File: config.mk
export PLATFORM = sky130hd
export DESIGN_NAME = result_reader
export DESIGN_NICKNAME = d
export VERILOG_FILES = /design/src/rtl/result_pkg.sv /design/src/rtl/result_rd_fifo.sv /design/src/rtl/result_reader.sv
export SDC_FILE = /design/constraint.sdc
export NUM_CORES = 1
export LEC_CHECK = 0
export ABC_AREA = 0
export ABC_CLOCK_PERIOD_IN_PS = 4560
export BUFFER_PORTS_ARGS = -buffer_cell sky130_fd_sc_hd__buf_2
export CORE_UTILIZATION = 24
export DETAILED_ROUTE_END_ITERATION = 12
export PLACE_DENSITY_LB_ADDON = 0.2
export RECOVER_POWER = 25
export REMOVE_ABC_BUFFERS = 1
export SYNTH_ARGS = -nofsm -noshare
export SYNTH_HDL_FRONTEND = slang
export SYNTH_SLANG_ARGS = --single-unit
File: constraint.sdc
create_clock -name clk_i -period 4.56 [get_ports clk_i]
set_input_delay 0.456 -clock clk_i [delete_from_list [all_inputs] [get_ports clk_i]]
set_output_delay 0.456 -clock clk_i [all_outputs]
set_load 0.05 [all_outputs]
File: src/rtl/result_pkg.sv
// ----------------------------------------------------------------------------
// result_pkg
// Shared types and constants for the result-memory read sequencer.
//   rd_state_e    : read sequencer FSM states
//   RD_FIFO_DEPTH : number of output buffer entries, which is also the number
//                   of read credits
// ----------------------------------------------------------------------------
package result_pkg;

    typedef enum logic [1:0] {
        IDLE  = 2'd0,
        READ  = 2'd1,
        DRAIN = 2'd2,
        DONE  = 2'd3
    } rd_state_e;

    localparam int RD_FIFO_DEPTH = 3;

endpackage

File: src/rtl/result_rd_fifo.sv
// ----------------------------------------------------------------------------
// result_rd_fifo
// Small synchronous FIFO that buffers words returned by the result memory
// until the downstream consumer accepts them.
//   clk_i        in   clock
//   rst_ni       in   asynchronous active-low reset (empties the FIFO)
//   push_i       in   write push_data_i at the next edge
//   push_data_i  in   word to write
//   pop_i        in   drop the head word at the next edge
//   empty_o      out  no words stored
//   occupancy_o  out  number of words stored
//   head_o       out  oldest stored word (undefined content when empty)
// Push on a full FIFO is not guarded: the caller's credit scheme prevents it.
// ----------------------------------------------------------------------------
module result_rd_fifo #(
    parameter  int WIDTH = 32,
    parameter  int DEPTH = 3,
    localparam int PW    = (DEPTH > 1) ? $clog2(DEPTH) : 1,
    localparam int CW    = $clog2(DEPTH + 1)
) (
    input  logic             clk_i,
    input  logic             rst_ni,
    input  logic             push_i,
    input  logic [WIDTH-1:0] push_data_i,
    input  logic             pop_i,
    output logic             empty_o,
    output logic [CW-1:0]    occupancy_o,
    output logic [WIDTH-1:0] head_o
);

    logic [WIDTH-1:0] entry_q [DEPTH];
    logic [PW-1:0]    wr_ptr_q, wr_ptr_d;
    logic [PW-1:0]    rd_ptr_q, rd_ptr_d;
    logic [CW-1:0]    count_q, count_d;

    // Pointers wrap at DEPTH, which need not be a power of two.
    function automatic logic [PW-1:0] ptr_inc(input logic [PW-1:0] p);
        return (p == PW'(DEPTH - 1)) ? '0 : p + 1'b1;
    endfunction

    always_comb begin
        wr_ptr_d = wr_ptr_q;
        rd_ptr_d = rd_ptr_q;
        count_d  = count_q + CW'(push_i) - CW'(pop_i);
        if (push_i) begin
            wr_ptr_d = ptr_inc(wr_ptr_q);
        end
        if (pop_i) begin
            rd_ptr_d = ptr_inc(rd_ptr_q);
        end
    end

    always_ff @(posedge clk_i or negedge rst_ni) begin
        if (!rst_ni) begin
            wr_ptr_q <= '0;
            rd_ptr_q <= '0;
            count_q  <= '0;
        end else begin
            wr_ptr_q <= wr_ptr_d;
            rd_ptr_q <= rd_ptr_d;
            count_q  <= count_d;
        end
    end

    for (genvar gi = 0; gi < DEPTH; gi++) begin : g_entry
        always_ff @(posedge clk_i or negedge rst_ni) begin
            if (!rst_ni) begin
                entry_q[gi] <= '0;
            end else if (push_i && (wr_ptr_q == PW'(gi))) begin
                entry_q[gi] <= push_data_i;
            end
        end
    end

    assign empty_o     = (count_q == '0);
    assign occupancy_o = count_q;
    assign head_o      = entry_q[rd_ptr_q];

endmodule

File: src/rtl/result_reader.sv
// ----------------------------------------------------------------------------
// result_reader
// Reads a contiguous, wrap-around range of words from a synchronous-read
// result memory and streams them out over valid/ready, tolerating any amount
// of output backpressure. Completion is signalled by a one-cycle done pulse.
//   clk_i, rst_ni              clock, asynchronous active-low reset
//   start_i                    start a transfer (ignored while busy_o)
//   base_addr_i, count_i       first address and word count (clamped to depth)
//   busy_o, done_o             transfer in progress / completion pulse
//   mem_re_o, mem_addr_o       memory read port request
//   mem_rdata_i                memory data, valid the cycle after mem_re_o
//   out_valid_o, out_ready_i   output handshake
//   out_data_o, out_last_o     output word and end-of-transfer marker
// ----------------------------------------------------------------------------
module result_reader
    import result_pkg::*;
#(
    parameter  int MEM_WIDTH = 32,
    parameter  int MEM_DEPTH = 8,
    localparam int AW        = $clog2(MEM_DEPTH)
) (
    input  logic                 clk_i,
    input  logic                 rst_ni,
    input  logic                 start_i,
    input  logic [AW-1:0]        base_addr_i,
    input  logic [AW:0]          count_i,
    output logic                 busy_o,
    output logic                 done_o,
    output logic                 mem_re_o,
    output logic [AW-1:0]        mem_addr_o,
    input  logic [MEM_WIDTH-1:0] mem_rdata_i,
    output logic                 out_valid_o,
    input  logic                 out_ready_i,
    output logic [MEM_WIDTH-1:0] out_data_o,
    output logic                 out_last_o
);

    localparam int CNTW = AW + 1;
    localparam int OW   = $clog2(RD_FIFO_DEPTH + 1);

    rd_state_e      state_q, state_d;
    logic [AW-1:0]  addr_q, addr_d;
    logic [AW:0]    remaining_q, remaining_d;    // reads still to issue
    logic [AW:0]    beats_left_q, beats_left_d;  // handshakes still to see
    logic           inflight_q, inflight_d;

    logic [AW:0]          count_clamped;
    logic                 fifo_empty;
    logic [OW-1:0]        fifo_occ;
    logic [MEM_WIDTH-1:0] fifo_head;
    logic                 credit_ok;
    logic                 handshake;

    assign count_clamped = (count_i > CNTW'(MEM_DEPTH)) ? CNTW'(MEM_DEPTH) : count_i;

    // A read is only issued when a FIFO slot is guaranteed for its data, so
    // the returning word can always be written without checking for space.
    assign credit_ok = ((OW + 1)'(fifo_occ) + (OW + 1)'(inflight_q)) < (OW + 1)'(RD_FIFO_DEPTH);
    assign mem_re_o  = (state_q == READ) && (remaining_q != '0) && credit_ok;

    assign out_valid_o = !fifo_empty;
    assign handshake   = out_valid_o && out_ready_i;
    assign out_data_o  = out_valid_o ? fifo_head : '0;
    assign out_last_o  = out_valid_o && (beats_left_q == CNTW'(1));

    assign mem_addr_o = addr_q;
    assign busy_o     = (state_q == READ) || (state_q == DRAIN);
    assign done_o     = (state_q == DONE);

    always_comb begin
        state_d      = state_q;
        addr_d       = addr_q;
        remaining_d  = remaining_q;
        beats_left_d = beats_left_q;
        inflight_d   = mem_re_o;

        if (mem_re_o) begin
            addr_d      = addr_q + 1'b1;   // natural AW-bit wrap
            remaining_d = remaining_q - 1'b1;
        end
        if (handshake) begin
            beats_left_d = beats_left_q - 1'b1;
        end

        unique case (state_q)
            IDLE, DONE: begin
                if (state_q == DONE) begin
                    state_d = IDLE;
                end
                // DONE has busy_o low, so a new start is accepted there too.
                if (start_i) begin
                    addr_d       = base_addr_i;
                    remaining_d  = count_clamped;
                    beats_left_d = count_clamped;
                    state_d      = (count_clamped == '0) ? DONE : READ;
                end
            end
            READ: begin
                if (mem_re_o && (remaining_q == CNTW'(1))) begin
                    state_d = DRAIN;
                end
            end
            DRAIN: begin
                if (handshake && (beats_left_q == CNTW'(1))) begin
                    state_d = DONE;
                end
            end
            default: state_d = IDLE;
        endcase
    end

    always_ff @(posedge clk_i or negedge rst_ni) begin
        if (!rst_ni) begin
            state_q      <= IDLE;
            addr_q       <= '0;
            remaining_q  <= '0;
            beats_left_q <= '0;
            inflight_q   <= 1'b0;
        end else begin
            state_q      <= state_d;
            addr_q       <= addr_d;
            remaining_q  <= remaining_d;
            beats_left_q <= beats_left_d;
            inflight_q   <= inflight_d;
        end
    end

    result_rd_fifo #(
        .WIDTH (MEM_WIDTH),
        .DEPTH (RD_FIFO_DEPTH)
    ) u_fifo (
        .clk_i       (clk_i),
        .rst_ni      (rst_ni),
        .push_i      (inflight_q),
        .push_data_i (mem_rdata_i),
        .pop_i       (handshake),
        .empty_o     (fifo_empty),
        .occupancy_o (fifo_occ),
        .head_o      (fifo_head)
    );

endmodule
* Word level (Yosys, flattened, before mapping) *
Index checks and enable logic that the tools add are counted.

word-level totals
  bits in registers = 116
  word-level logic and storage cells = 74
  input bits = 43

operators by class
  order comparisons = 3
  muxes and demuxes = 22
  $add $sub $neg = 8
  reductions and logical operators = 18
  bitwise gates (word level) = 1
  eq/ne operators = 11

operators by type and width
  kind                                                                   count
  32-bit two-way mux                                                     3
  32-bit binary-select mux with 2-bit select                             1
  4-bit two-way mux                                                      7
  2-bit two-way mux                                                      7
  1-bit logical AND                                                      9
  3-bit two-way mux                                                      3
  2-bit == test (second input constant)                                  4
  4-bit by 1-bit == test with 1-bit output (second input constant)       2
  4-bit by 1-bit subtractor with 4-bit output (second input constant)    2
  2-bit logical NOT                                                      3
  2-bit one-hot mux with 3 select lines                                  1
  2-bit by 1-bit adder with 2-bit output (second input constant)         2
  2-bit by 1-bit == test with 1-bit output (second input constant)       2
  4-bit > comparator (second input constant)                             1
  4-bit logical NOT                                                      1
  2-bit by 1-bit != test with 1-bit output (second input constant)       2
  4-bit nonzero test                                                     1
  2-bit by 1-bit adder with 3-bit output                                 1
  3-bit by 1-bit adder with 3-bit output (second input constant)         1
  3-bit >= comparator (second input constant)                            1
  3-bit by 2-bit < comparator with 1-bit output (second input constant)  1
  3-bit != test (second input constant)                                  1
  2-bit inverter with 3-bit output                                       1
  3-bit AND reduction                                                    1
  5 further kinds                                                        5

* Longest topological paths before layout *
  word-level depth = 6
  depth in mapped cells = 7
  gate-level depth less buffers = 7

* Hierarchy *
Synthesis repeated with hierarchy kept, for this count alone.

second synthesis, totals
  cell total of the unflattened synthesis = 428
  area, all modules = 5,626.6 um2

by module, submodules not included
  module          times used  area an instance (um2)  cells an instance
  result_rd_fifo  1           4,508.1                 301
  result_reader   1           1,118.6                 127

* Worst setup path before layout *
Ideal clock, no wire load.

  kind = register to output
  start = register u_fifo.rd_ptr_q[1]
  end = output out_data_o[10]
  data arrival time = 1.815 ns
  path slack = 2.289 ns
  path buffers = 3
  required time = 4.104 ns
  stages on the path, launching flop included = 7
  cells stage by stage = dfrtp_1 -> buf_2 -> nor2b_1 -> clkbuf_1 -> clkbuf_1 -> a21oi_1 -> nor2_1

on the way
  cells in the longest elaborated chain, start to end = 5

RTL lines
  what                                                    line                  source
  start, declared                                         result_rd_fifo.sv:33  logic [PW-1:0] rd_ptr_q, rd_ptr_d;
  start signal, assigned                                  result_rd_fifo.sv:60  rd_ptr_q <= rd_ptr_d;
  2-bit inverter with 3-bit output (not written as such)  result_rd_fifo.sv:77  assign head_o = entry_q[rd_ptr_q];
  32-bit binary-select mux with 2-bit select              result_rd_fifo.sv:77
  32-bit two-way mux (not written as such) (2 in series)  result_rd_fifo.sv:77
  32-bit two-way mux                                      result_reader.sv:63   assign out_data_o = out_valid_o ? fifo_head : '0;
  end, declared                                           result_reader.sv:34   output logic [MEM_WIDTH-1:0] out_data_o,

Every way passes these cells. The select of a mux whose other input is x is not followed.

* Worst setup path after layout *
  start = register u_fifo.rd_ptr_q[0]
  end = output out_data_o[11]

Same word-level chain as after synthesis.

==> qor.yml <==
htreeDepth: 4
clockBufferDepth: 2
grtUsageMet1_pct: 14.6
synthSimpleGateAreaFrac_pct: 7.61
grt_pass1_wl_um: 21200
cpPeakStageDelay_ns: 0.91
setup_slack_ns: 1.30
drt_wl_total_um: 13100
chipHeight_um: 153
ys_ff_latch: 116
ys_async_sr_fraction_pct: 100
cp.arrival_ns: 2.80
finalCritPeriodShare_pct: 71.5
drv_cap: 1
r2r-start: "u_fifo.occupancy_o[1]"
port-buffer-count: 82
cts_setup_buffers: 0
drtPass1Iterations: 4
holdBufCountCts: 0
fmax_mhz: 307
post-place-ws_ns: 1.59
ys_warn_count: 0
clock_sinks: 116
drtIter0Drc: 132
crit_type: "flip-flop to output pin"
synth_fa_ha_area_share_pct: 2.73
cp.required_ns: 4.10
routedWlPerCell_um: 15.7
antenna_left: 0
clock_skew_ns: 0.00526
syn_inst: 461
grt_max_degree: 79
ys_types: 36
yosysSeqAreaShare_pct: 52.9
final.setup.tns_ns: 0
grt-ovfl-total: 0
multi_input_comb_area_um2: 2420
slowest_stage: "nor2b_4"
synth_edf_count: 0
end_kind: "output pin"
fin_area_um2: 6760
io_pins: 83
cp-startpoint: "u_fifo.rd_ptr_q[0]"
worstMarginPinSlew_ns: 2.02
place_area_um2: 6170
cp_max_fo: 35
fin_nets: 594
insertion_delay_ns: 0.41
cts_resized: 0
syn_area_um2: 5490
gp_congestion: 0.742
synth_top_family_by_area: "multiplexers"
synth_xor_area_share_pct: 1.44
violations: "max-capacitance violations, max-slew violations"
period_needed_ns: 3.26
cts_root_buf: "clkbuf_16"
drive_gt1_share_pct: 39.9
initial_utilization_pct: 24.8
clkTransAtPathRegs_ns: 0.05
die_area_um2: 23500
synth_ff_type: "dfrtp_1"
cts_tree: "yes"
die_width_um: 153
avgSynthCellArea_um2: 11.9
use_met3_pct: 3.52
fillers: 2254
path_delay_family: "simple AND/OR/NAND/NOR gates"
drc: 0
synthMuxAreaShare_pct: 26.3
vias: 3630
grt_usage_pct: 11.9
critPathBufInv: 1
antenna_found_initial: 2
final-hold-violation-count: 0
worstSetupStartpointType: "flip-flop"
cts_made_buffers: 17
synth_compound_area_share_pct: 5.42
via_per_inst: 4.36
hp-start: "base_addr_i[2]"
grt_busiest_layer: "met2"
grt_pass1_vias: 3986
seq_area_um2: 2910
setup_violations: 0
use_met2_pct: 19.3
rsz0062_at_grt: "false"
coreArea_um2: 22100
slew_headroom_pct: -34.4
hp-class: "input port to flip-flop"
crit_chain: "nor2b_4, a21oi_1, nor2_1, buf_2"
syn_to_final_growth_pct: 23.2
status: "complete, but fails checks"
slew_viol_final: 79
rows: 54
dp_hpwl_um: 8330
[final timing paths]
path / endpoint / slack [ns] / depth (start not counted)
max: out_data_o[11] / 1.30 / 4
min: mem_addr_o[2] / 0.30 / 3
max reg2reg: state_q[0] / 2.32 / 5
min reg2reg: u_fifo.entry_q[37] / 0.50 / 1
max in group asynchronous: u_fifo.entry_q[45] / 2.48 / 2
min in group asynchronous: mem_addr_o[2] / 0.57 / 1
[logic make-up (layout without fill, tap and decap cells)]
family / after synthesis / count (layout)
xor gates and xnor gates: 9 / 9
AOI/OAI and AO/OA: 55 / 55
DFF: 116 / 116
other: 0 / 1
muxes: 132 / 132
buffers and inverters: 42 / 133
adders and majority gates: 12 / 12
and+or+nand+nor: 95 / 95
[area by class of cell]
cell class / instances / share of cell area [%]
sequential: 116 / 43.0
antenna: 1 / 0.0370
clock buffer: 21 / 6.81
multi-input combinational: 303 / 35.8
tap: 280 / 5.18
inverter: 16 / 0.888
clock inverter: 11 / 1.96
timing repair buffer: 85 / 6.40
[tightest hold or removal path: cells and delay by family]
kind / cells / cell delay (ns)
AO/OA/AOI/OAI: 1 / 0.10
buffers and inverters: 1 / 0.07
AND/OR/NAND/NOR: 1 / 0.03
[routing by layer]
metal	part of all wire (%)	vias to the layer above
li1	-	1761
met1	46	1785
met2	49	68
met3	4.4	14
met4	1.3	2
met5	0.099	-
[flip-flops by register name, summed over array words and instances, names as in the netlist]
register,flops
u_fifo.rd_ptr_q,2
u_fifo.entry_q,96
inflight_q,1
u_fifo.wr_ptr_q,2
remaining_q,4
mem_addr_o,3
state_q,2
u_fifo.occupancy_o,2
beats_left_q,4
[synthesized netlist by cell type, types with 2 or more instances]
cell	number	share of area, %
xor2_1	4	0.64
ha_1	12	2.7
mux2i_1	35	6.4
buf_2	13	1.2
nor2_1	71	4.9
mux2_2	94	19
mux2_1	2	0.41
a22o_1	2	0.32
inv_1	16	1.1
buf_6	3	0.62
nand2_1	7	0.48
a21o_1	2	0.27
o21ai_0	4	0.36
nand4_1	2	0.23
a21oi_1	43	3.9
xnor2_1	5	0.80
dfrtp_1	116	53
nand3_1	2	0.18
clkbuf_1	9	0.62
or3_1	3	0.34
[cells in the final DEF, fill, tap and decap left out, types with 2 or more instances in the layout]
cell       count
mux2_2        94
nor2_1        70
buf_2         81
ha_1          12
bufinv_16      3
xor2_1         4
clkbuf_8       2
inv_1         16
buf_4          3
xnor2_1        5
a22o_1         2
clkbuf_1       2
clkbuf_16     17
o21ai_0        4
mux2i_1       35
clkinv_2       7
nand4_1        2
a21o_1         2
nand2_1        7
mux2_1         2
or3_1          2
a21oi_1       43
dfrtp_1      114
dfrtp_2        2
nand3_2        2
[per-stage QoR]
| stage | hold WS, ns | std cells | util [%] |
|---|---|---|---|
| finish | 0.302 | 833 | 30.6 |
| global route | 0.290 | 832 | 30.6 |
| CTS | 0.252 | 832 | 30.6 |
| detailed placement | 0.493 | 800 | 27.9 |
| global placement | 0.473 | 800 | 27.9 |
| floorplan | 0.160 | 435 | - |
Power is left out: the tool's default activity adds up to more than one toggle a clock period on the data nets, which glitch-free logic cannot reach.
